==> src/rtl/lp805x_sched_pkg.sv <==
// Purpose : shared types and constants for the lp805x multi-channel scheduler.
// Latency : n/a (package only).
// Backpr.  : n/a (package only).
package lp805x_sched_pkg;

  // Per-channel FSM encoding.
  typedef enum logic [1:0] {
    ST_IDLE = 2'd0,
    ST_CALC = 2'd1,
    ST_RUN  = 2'd2
  } sched_state_e;

  // Channel mode: one-shot stops after the first tick, continuous reloads.
  localparam logic MODE_ONESHOT = 1'b0;
  localparam logic MODE_CONT    = 1'b1;

  // Default parameter values shared by the top, the channel and the interface.
  localparam int DEF_CHANNELS = 2;
  localparam int DEF_FACTOR_W = 9;
  localparam int DEF_INDEX_W  = 3;

endpackage

==> src/rtl/lp805x_schedfs_mc_if.sv <==
// Purpose : bundle of control/status buses of the multi-channel scheduler.
// Latency : n/a (wiring only).
// Backpr.  : none; start is a strobe qualified by enable.
// Ports   : enable, start[CH], factor[CH*FW], mode[CH] in;
//           index[CH*IW], index_vld[CH], tick[CH], busy[CH] out.
interface lp805x_schedfs_mc_if
  import lp805x_sched_pkg::*;
#(
  parameter int CHANNELS = DEF_CHANNELS,
  parameter int FACTOR_W = DEF_FACTOR_W,
  parameter int INDEX_W  = DEF_INDEX_W
) ();

  logic                         enable;
  logic [CHANNELS-1:0]          start;
  logic [CHANNELS*FACTOR_W-1:0] factor;
  logic [CHANNELS-1:0]          mode;
  logic [CHANNELS*INDEX_W-1:0]  index;
  logic [CHANNELS-1:0]          index_vld;
  logic [CHANNELS-1:0]          tick;
  logic [CHANNELS-1:0]          busy;

  // Controller side.
  modport master (
    output enable, start, factor, mode,
    input  index, index_vld, tick, busy
  );

  // Scheduler side.
  modport slave (
    input  enable, start, factor, mode,
    output index, index_vld, tick, busy
  );

endinterface

==> src/rtl/lp805x_schedfs_chan.sv <==
// Purpose : one scheduler channel: log2 of the factor, then a periodic/one-shot tick.
// Latency : index after floor(log2(max(f,1)))+1 cycles; first tick max(f,1) cycles later.
// Backpr.  : none; enable=0 freezes all state and suppresses tick and start.
// Ports   : clk, rst, enable, start, factor, mode in; index, index_vld, tick, busy out.
module lp805x_schedfs_chan
  import lp805x_sched_pkg::*;
#(
  parameter int FACTOR_W = DEF_FACTOR_W,
  parameter int INDEX_W  = DEF_INDEX_W
) (
  input  logic                clk,
  input  logic                rst,
  input  logic                enable,
  input  logic                start,
  input  logic [FACTOR_W-1:0] factor,
  input  logic                mode,
  output logic [INDEX_W-1:0]  index,
  output logic                index_vld,
  output logic                tick,
  output logic                busy
);

  // Shift counter must hold FACTOR_W-1 and be at least INDEX_W wide for the slice.
  localparam int SHC_RAW = $clog2(FACTOR_W) + 1;
  localparam int SHC_W   = (SHC_RAW > INDEX_W) ? SHC_RAW : INDEX_W;
  localparam int IDX_MAX = (1 << INDEX_W) - 1;

  sched_state_e        state_q, state_d;
  logic [FACTOR_W-1:0] shv_q, shv_d;      // value being shifted down in CALC
  logic [SHC_W-1:0]    shc_q, shc_d;      // number of shifts so far
  logic [FACTOR_W-1:0] per_q, per_d;      // reload value max(factor,1)-1
  logic [FACTOR_W-1:0] cnt_q, cnt_d;      // period down-counter
  logic                mode_q, mode_d;
  logic [INDEX_W-1:0]  index_q, index_d;
  logic                index_vld_q, index_vld_d;
  logic                tick_q, tick_d;
  logic                busy_q, busy_d;

  always_comb begin
    state_d     = state_q;
    shv_d       = shv_q;
    shc_d       = shc_q;
    per_d       = per_q;
    cnt_d       = cnt_q;
    mode_d      = mode_q;
    index_d     = index_q;
    index_vld_d = index_vld_q;
    tick_d      = 1'b0;

    if (enable) begin
      if (start) begin
        // A start always wins, including over a pending tick at count 0.
        shv_d       = factor;
        shc_d       = '0;
        per_d       = (factor == '0) ? '0 : factor - FACTOR_W'(1);
        mode_d      = mode;
        index_vld_d = 1'b0;
        state_d     = ST_CALC;
      end else begin
        case (state_q)
          ST_CALC: begin
            if (shv_q > FACTOR_W'(1)) begin
              shv_d = shv_q >> 1;
              shc_d = shc_q + SHC_W'(1);
            end else begin
              if (shc_q > SHC_W'(IDX_MAX)) begin
                index_d = INDEX_W'(IDX_MAX);
              end else begin
                index_d = shc_q[INDEX_W-1:0];
              end
              index_vld_d = 1'b1;
              cnt_d       = per_q;
              state_d     = ST_RUN;
            end
          end
          ST_RUN: begin
            if (cnt_q == '0) begin
              tick_d = 1'b1;
              if (mode_q == MODE_CONT) begin
                cnt_d = per_q;
              end else begin
                state_d = ST_IDLE;
              end
            end else begin
              cnt_d = cnt_q - FACTOR_W'(1);
            end
          end
          default: ;
        endcase
      end
    end

    busy_d = (state_d != ST_IDLE);
  end

  always_ff @(posedge clk) begin
    if (rst) begin
      state_q     <= ST_IDLE;
      shv_q       <= '0;
      shc_q       <= '0;
      per_q       <= '0;
      cnt_q       <= '0;
      mode_q      <= MODE_ONESHOT;
      index_q     <= '0;
      index_vld_q <= 1'b0;
      tick_q      <= 1'b0;
      busy_q      <= 1'b0;
    end else begin
      state_q     <= state_d;
      shv_q       <= shv_d;
      shc_q       <= shc_d;
      per_q       <= per_d;
      cnt_q       <= cnt_d;
      mode_q      <= mode_d;
      index_q     <= index_d;
      index_vld_q <= index_vld_d;
      tick_q      <= tick_d;
      busy_q      <= busy_d;
    end
  end

  assign index     = index_q;
  assign index_vld = index_vld_q;
  assign tick      = tick_q;
  assign busy      = busy_q;

endmodule

==> src/rtl/lp805x_schedfs_mc.sv <==
// Purpose : CHANNELS independent log2-scaled tick schedulers behind one bus interface.
// Latency : per channel, see lp805x_schedfs_chan; all outputs registered.
// Backpr.  : none; global enable freezes every channel.
// Ports   : clk, rst (sync, active-high); bus (lp805x_schedfs_mc_if.slave).
module lp805x_schedfs_mc
  import lp805x_sched_pkg::*;
#(
  parameter int CHANNELS = DEF_CHANNELS,
  parameter int FACTOR_W = DEF_FACTOR_W,
  parameter int INDEX_W  = DEF_INDEX_W
) (
  input  logic                clk,
  input  logic                rst,
  lp805x_schedfs_mc_if.slave  bus
);

  wire [CHANNELS*INDEX_W-1:0] index_w;
  wire [CHANNELS-1:0]         index_vld_w;
  wire [CHANNELS-1:0]         tick_w;
  wire [CHANNELS-1:0]         busy_w;

  for (genvar c = 0; c < CHANNELS; c++) begin : g_chan
    lp805x_schedfs_chan #(
      .FACTOR_W (FACTOR_W),
      .INDEX_W  (INDEX_W)
    ) u_chan (
      .clk       (clk),
      .rst       (rst),
      .enable    (bus.enable),
      .start     (bus.start[c]),
      .factor    (bus.factor[c*FACTOR_W +: FACTOR_W]),
      .mode      (bus.mode[c]),
      .index     (index_w[c*INDEX_W +: INDEX_W]),
      .index_vld (index_vld_w[c]),
      .tick      (tick_w[c]),
      .busy      (busy_w[c])
    );
  end

  assign bus.index     = index_w;
  assign bus.index_vld = index_vld_w;
  assign bus.tick      = tick_w;
  assign bus.busy      = busy_w;

endmodule

==> src/flat_wrapper.sv <==
// flat-port wrapper written by rule: the top's interface ports become plain ports
module lp805x_schedfs_mc_flat import lp805x_sched_pkg::*;
#(
  parameter int CHANNELS = DEF_CHANNELS,
  parameter int FACTOR_W = DEF_FACTOR_W,
  parameter int INDEX_W  = DEF_INDEX_W
)
  (clk, rst, bus_enable, bus_start, bus_factor, bus_mode, bus_index, bus_index_vld, bus_tick, bus_busy);
  lp805x_schedfs_mc_if #(.CHANNELS(CHANNELS), .FACTOR_W(FACTOR_W), .INDEX_W(INDEX_W)) bus_i ();
  input  logic clk;
  input  logic rst;
  input wire logic [$bits(bus_i.enable)-1:0] bus_enable;
  input wire logic [$bits(bus_i.start)-1:0] bus_start;
  input wire logic [$bits(bus_i.factor)-1:0] bus_factor;
  input wire logic [$bits(bus_i.mode)-1:0] bus_mode;
  output wire logic [$bits(bus_i.index)-1:0] bus_index;
  output wire logic [$bits(bus_i.index_vld)-1:0] bus_index_vld;
  output wire logic [$bits(bus_i.tick)-1:0] bus_tick;
  output wire logic [$bits(bus_i.busy)-1:0] bus_busy;
  assign bus_i.enable = bus_enable;
  assign bus_i.start = bus_start;
  assign bus_i.factor = bus_factor;
  assign bus_i.mode = bus_mode;
  assign bus_index = bus_i.index;
  assign bus_index_vld = bus_i.index_vld;
  assign bus_tick = bus_i.tick;
  assign bus_busy = bus_i.busy;
  lp805x_schedfs_mc #(.CHANNELS(CHANNELS), .FACTOR_W(FACTOR_W), .INDEX_W(INDEX_W)) u_core (.clk(clk), .rst(rst), .bus(bus_i));
endmodule
==> config.mk <==
export PLATFORM = sky130hd
export DESIGN_NAME = lp805x_schedfs_mc_flat
export DESIGN_NICKNAME = d
export VERILOG_FILES = /design/src/rtl/lp805x_sched_pkg.sv /design/src/rtl/lp805x_schedfs_mc_if.sv /design/src/rtl/lp805x_schedfs_chan.sv /design/src/rtl/lp805x_schedfs_mc.sv /design/src/flat_wrapper.sv
export SDC_FILE = /design/constraint.sdc
export NUM_CORES = 1
export LEC_CHECK = 0
export ABC_CLOCK_PERIOD_IN_PS = 2100
export CORE_UTILIZATION = 44
export CTS_CLUSTER_SIZE = 20
export DETAILED_ROUTE_END_ITERATION = 8
export DONT_BUFFER_PORTS = 1
export GPL_ROUTABILITY_DRIVEN = 0
export PLACE_DENSITY = 0.66
export SLEW_MARGIN = 20
export SYNTH_ARGS = -nofsm -noshare
export SYNTH_HDL_FRONTEND = slang
export SYNTH_SLANG_ARGS = --single-unit
==> constraint.sdc <==
create_clock -name clk -period 2.1 [get_ports clk]
set_input_delay 0.21 -clock clk [delete_from_list [all_inputs] [get_ports clk]]
set_output_delay 0.21 -clock clk [all_outputs]
set_load 0.01 [all_outputs]
# After elaboration in Yosys (flattened, before gate mapping)
# Cells that the tools add are included.
word_totals:
  output_inout_bits: 12
  word_cells: 115
  in_bits: 25
  rom_bits: 0
  latch_bits: 0
  n_memories: 0
  regBits: 82
  mem_bits_rw: 0
op_classes:
  n_eq_ne: 10
  n_addsub: 6
  n_shift: 0
  bitwise: 7
  reduce_logical: 24
  mux: 44
  n_div: 0
  order_cmp: 4
  n_mul: 0
op_table:
  columns: ["operator", "n"]
  rows:
  - ["2-to-1 mux 9 bit", 14]
  - ["zero test 9 bit", 4]
  - ["case mux 9 bit (2 select lines)", 2]
  - ["subtractor 9 x 1 -> 9 bit (second input constant)", 4]
  - ["2-to-1 mux 5 bit", 6]
  - ["2-to-1 mux 2 bit", 10]
  - ["> comparator 9 x 1 -> 1 bit (second input constant)", 2]
  - ["nonzero test 2 bit", 8]
  - ["AND reduction 3 bit", 4]
  - ["adder 5 x 1 -> 5 bit (second input constant)", 2]
  - ["> comparator 5 x 3 -> 1 bit (second input constant)", 2]
  - ["AND reduction 5 bit", 2]
  - ["2-to-1 mux 1 bit", 8]
  - ["inequality test 2 bit (second input constant)", 4]
  - ["case mux 2 bit (2 select lines)", 2]
  - ["AND reduction 4 bit", 2]
  - ["OR reduction 4 bit", 2]
  - ["inverter 1 bit", 7]
  - ["2-to-1 mux 3 bit", 2]
  - ["inequality test 3 bit (second input constant)", 2]
  - ["equality test 2 x 1 -> 1 bit (second input constant)", 2]
  - ["equality test 2 bit (second input constant)", 2]
  - ["AND reduction 2 bit", 2]

# Depth between registers and ports, before layout
logic_depth:
  word_depth: 6
  ltp_mapped: 9
  depth_no_buf: 7

# Modules after synthesis
# Synthesis repeated with hierarchy kept, for this count alone.
hier_totals:
  hier_cells: 486
  area_unflattened_um2: 4090.2
modules_own_cells:
  columns: ["module", "area_each_um2", "instances", "cells_per_inst", "seq_area_each_um2"]
  rows:
  - ["lp805x_schedfs_chan (u_core.g_chan[0].u_chan)", 2054.5, 1, 243, 800.8]
  - ["lp805x_schedfs_chan (u_core.g_chan[1].u_chan)", 2035.7, 1, 243, 800.8]

# Least setup slack after synthesis
# Ideal clock, no wire load.
synth_path:
  kind: "reg2reg"
  start: "register u_core.g_chan[1].u_chan.cnt_q[0]"
  end: "register u_core.g_chan[1].u_chan.busy_q"
  slack_ns: 0.226
  required_time_ns: 1.967
  setup_time_ns: 0.133
  path_stages_with_launch: 8
  arrival_ns: 1.742
  period_less_slack_ns: 1.874
  path_buffers: 0
  path_cell_list: "dfxtp_1 inv_1 ha_1 or4b_4 or3_1 a21oi_2 a31o_1 a31oi_1"
synth_via:
  elab_chain_cells: 6
synth_lines:
  columns: ["item", "line", "text"]
  rows:
  - ["from (decl)", "lp805x_schedfs_chan.sv:32", "logic [FACTOR_W-1:0] cnt_q, cnt_d;"]
  - ["from (signal assigned)", "lp805x_schedfs_chan.sv:113", "cnt_q <= cnt_d;"]
  - ["zero test 9 bit", "lp805x_schedfs_chan.sv:77", "if (cnt_q == '0) begin"]
  - ["2-to-1 mux 2 bit", "lp805x_schedfs_chan.sv:77", null]
  - ["case mux 2 bit (2 select lines)", "lp805x_schedfs_chan.sv:60", "case (state_q)"]
  - ["2-to-1 mux 2 bit", "lp805x_schedfs_chan.sv:51", "if (start) begin"]
  - ["2-to-1 mux 2 bit", "lp805x_schedfs_chan.sv:50", "if (enable) begin"]
  - ["nonzero test 2 bit", "lp805x_schedfs_chan.sv:93", "busy_d = (state_d != ST_IDLE);"]
  - ["to (signal assigned)", "lp805x_schedfs_chan.sv:118", "busy_q <= busy_d;"]
  - ["to (decl)", "lp805x_schedfs_chan.sv:37", "logic busy_q, busy_d;"]
# No other way between the ends.
# A chain may end at the register's enable or synchronous reset.

# Final worst setup path
# Ends and elaborated chain as after synthesis.

==> results summary <==
The synthesized netlist net count is 542. From left edge to right edge, the die measures 99.5 microns. The clock-pin transition on the worst setup and hold timing paths is 0.08 ns. On the worst path, the slowest cell contributes a delay of 0.49 ns. The synthesized area per cell is 8.29 sq um. The initial antenna violation count was 0. The maximum number of buffers from clock root to sink is 2. The post-detailed-route count of antenna-violating nets came out at 0.

The number of buffers created by CTS came out at 9. The number of failing hold endpoints at the final stage came out at 0. The share of cells above drive strength 1 came out at 10.4%. The time the worst path needs with I/O delays and setup is 1.99 ns. The netlist area before placement is 0.00418 sq mm. The detailed-route vias per instance is 5.54. The floorplan die area came out at 0.00990 sq mm. The global routing usage summed across all routing layers is 19.5%. The total number of vias is 3,554. The sequential power share came out at 51.4%. The slowest cell on the critical path is sky130_fd_sc_hd__or4b_4. The count of standard-cell rows came out at 35.

Summed over all nets, the switching power comes to 0.000778 W. The power density normalized to cell area is 681 mW/mm^2. The initial core utilization is 45.3%. The number of library cell types mapped by synthesis is 64. The total clock sinks is 80. The via count of the first global-routing pass is 3,385. After synthesis the netlist holds a flip-flop and latch count of 80. Entering global routing, the biggest net connects 56 pins. The worst slew margin relative to its limit is 53.9%. The path class of the tightest hold or removal check is in -> reg.

The fmax is 502 MHz. In the synthesized netlist the dominant register cell turns out to be sky130_fd_sc_hd__dfxtp_1. The first-pass GRT wire length is 15.7 mm. The final setup violation count is 0. The signal on the critical path passes through inv_1 -> ha_1 -> or4b_4 -> or3_1 -> a21oi_2 -> a31o_1 -> a31oi_1.

The height of the chip is 99.5 microns. The share of flip-flops with an asynchronous set or reset after synthesis is 0%. The CTS root buffer is sky130_fd_sc_hd__clkbuf_8. The switching power as a share of total power is 24.7%. During I/O placement, the number of pins put on the boundary was 37. The max-cap violation count came out at 0. Once detailed placement completed, the half-perimeter wirelength came to 6.49 mm. The internal portion of the total power is 0.00237 W. CTS built an H-tree with a depth of 3. The routed length per placed instance is 14.3 microns.

The total overflow left after global routing is 0. The post-detailed-route DRC marker count is 0. The area added between synthesis and finish is 10.6%. The number of iterations in the first detailed-routing pass is 4. The worst path required time is 2.34 ns. The peak supply drop is 0.380 mV. The total length of routed wires came out at 9.20 mm. The buffers inserted during post-CTS setup optimization came out at 0.

The repair_antennas step left the layout with diodes totalling 0. The register area share after synthesis is 38.3%. The type of element launching the critical path is a flip-flop.

The number of instances in the synthesized netlist is 505. The maximum fanout count along the critical path is 4. The worst setup path is captured at a flip-flop. Across all setup checks in the final design, the least slack found is 0.107 ns. The final cycle utilization of the critical path came out at 94.9%. The run finished with clean final reports.

The area of the core region came out at 0.00924 sq mm. The count of synthesis-stage warnings from yosys came out at 0. The worst setup slack before clock tree synthesis came out at 0.120 ns. Port buffering added 0 buffers.

The worst setup path is of the reg -> reg kind. The number of nets at the end of the flow came out at 545. The transition at the pin with the smallest max-transition slack is 0.689 ns.

The combinational group share of total power came out at 10.1%. The violation count after the first detailed-routing iteration came out at 138. Setup repair after global routing left no endpoint under its margin. The insertion delay of the later-clocked pin in the worst-skew pair came out at 0.35 ns.

The TritonCTS clock tree is yes. The reported leakage power is 1.60 nW. The worst clock skew on the final layout came out at 0.0112 ns. The proportion of power drawn by the clock network is 38.5%. The data arrival time of the critical path is 2.23 ns. The number of pins with negative max-slew slack in the final report was 0. The setup total negative slack came out at 0 ns.

The count of flip-flops with a built-in enable after synthesis is 0.
timing repair:
action / 4_1_cts / 5_1_grt
hold buffers: 6 / 0
gates resized for setup: 0 / 7
hold endpoints to repair: 57 / 0
setup endpoints to repair: 0 / 19
logic make-up (layout without fill, tap and decap cells):
kind of cell / Yosys count / count (layout) / share of synthesized area [%]
mux: 18 / 18 / 4.37
compound gates: 143 / 143 / 23.0
xor+xnor: 14 / 14 / 2.93
simple gates: 193 / 193 / 22.8
buf+inv: 45 / 52 / 5.05
fa+ha+maj: 12 / 12 / 3.59
flops: 80 / 80 / 38.3
worst max-delay path, delay by kind of cell (launching register included):
family                     cells  cell delay, ns
AOI/OAI and AO/OA              3            0.40
and+or+nand+nor                2            0.87
DFF                            1            0.34
buffers and inverters          1            0.10
adders and majority gates      1            0.16
worst paths after layout:
kind / slack (ns) / cells past startpoint / endpoint / start
worst max-delay path: 0.11 / 7 / u_core.g_chan[1].u_chan.busy / u_core.g_chan[1].u_chan.cnt_q[0]
worst min-delay path: 0.02 / 2 / u_core.g_chan[1].u_chan.per_q[8] / bus_factor[17]
worst max register to register: 0.11 / 7 / u_core.g_chan[1].u_chan.busy / u_core.g_chan[1].u_chan.cnt_q[0]
worst min register to register: 0.46 / 2 / u_core.g_chan[0].u_chan.per_q[2] / u_core.g_chan[0].u_chan.per_q[2]
power groups by stage:
stage	clock, W	combinational, W	sequential [W]
6_report	0.00121	0.000316	0.00162
5_1_grt	0.00130	0.000354	0.00163
4_1_cts	0.00124	0.000313	0.00162
3_5_place_dp	0	0.000280	0.00166
3_3_place_gp	0	0.000274	0.00165
2_1_floorplan	0	0.000268	0.00164
layout make-up:
cell class,instances,area [sq um]
fill,890,4610
timing repair buffer,21,190
clock buffer,9,124
sequential,80,1600
tap,129,161
inverter,16,60.1
clock inverter,6,85.1
multi-input combinational,380,2400
cells in the mapped netlist, drive strengths merged, types with 3 or more instances:
library cell,number,area (sq um)
a211o,3,27.5
a211oi,18,135
a21o,9,67.6
a21oi,33,173
a22oi,3,22.5
a31oi,6,37.5
and2,3,18.8
and3,3,18.8
buf,18,110
clkbuf,11,41.3
dfxtp,80,1600
ha,12,150
inv,16,60.1
mux2i,16,160
nand2,56,210
nand2b,5,31.3
nand3,16,80.1
nand3b,4,30.0
nor2,56,210
nor3,16,85.1
nor3b,4,30.0
nor4,12,81.3
nor4b,3,32.5
o2111ai,3,43.8
o211ai,5,37.5
o21a,5,37.5
o21ai,40,219
o31a,3,26.3
or3,5,31.3
or4,4,37.5
xnor2,6,52.6
xor2,8,70.1
cells in the final DEF (no fill, tap or decap), drive strengths merged, types with 16 or more instances in the layout:
cell and n:
dfxtp 80, a211oi 18, mux2i 16, nand2 56
a21oi 33, nor2 56, inv 16, buf 16
nor3 16, nand3 16, o21ai 40
routing by layer:
metal / global-route usage [%] / wire (microns) / vias to the layer above
li1: - / - / 1827
met4: 7.69 / 121 / 0
met2: 30.4 / 4080 / 57
met3: 3.87 / 384 / 11
met1: 26.6 / 4610 / 1659
met5: 0 / 0 / -
registers in the layout, indices dropped and copies added, names as in the netlist:
name and flops:
u_core.g_chan.u_chan.busy 2, u_core.g_chan.u_chan.cnt_q 18, u_core.g_chan.u_chan.index 6, u_core.g_chan.u_chan.index_vld 2, u_core.g_chan.u_chan.mode_q 2, u_core.g_chan.u_chan.per_q 18
u_core.g_chan.u_chan.shc_q 10, u_core.g_chan.u_chan.shv_q 16, u_core.g_chan.u_chan.state_q 4, u_core.g_chan.u_chan.tick 2
stage by stage:
step	instance area, sq um	hold slack [ns]	std cells	power [W]	utilization (%)
finish	4630	0.0188	641	0.00315	50.1
global route	4630	0.0152	641	0.00328	50.1
CTS	4590	0.00105	641	0.00317	49.7
detailed placement	4310	0.283	620	0.00194	46.6
global placement	4310	0.282	620	0.00193	46.6
floorplan	4180	0.325	505	0.00191	-
Note: power is estimated with default switching activity, not from simulation.
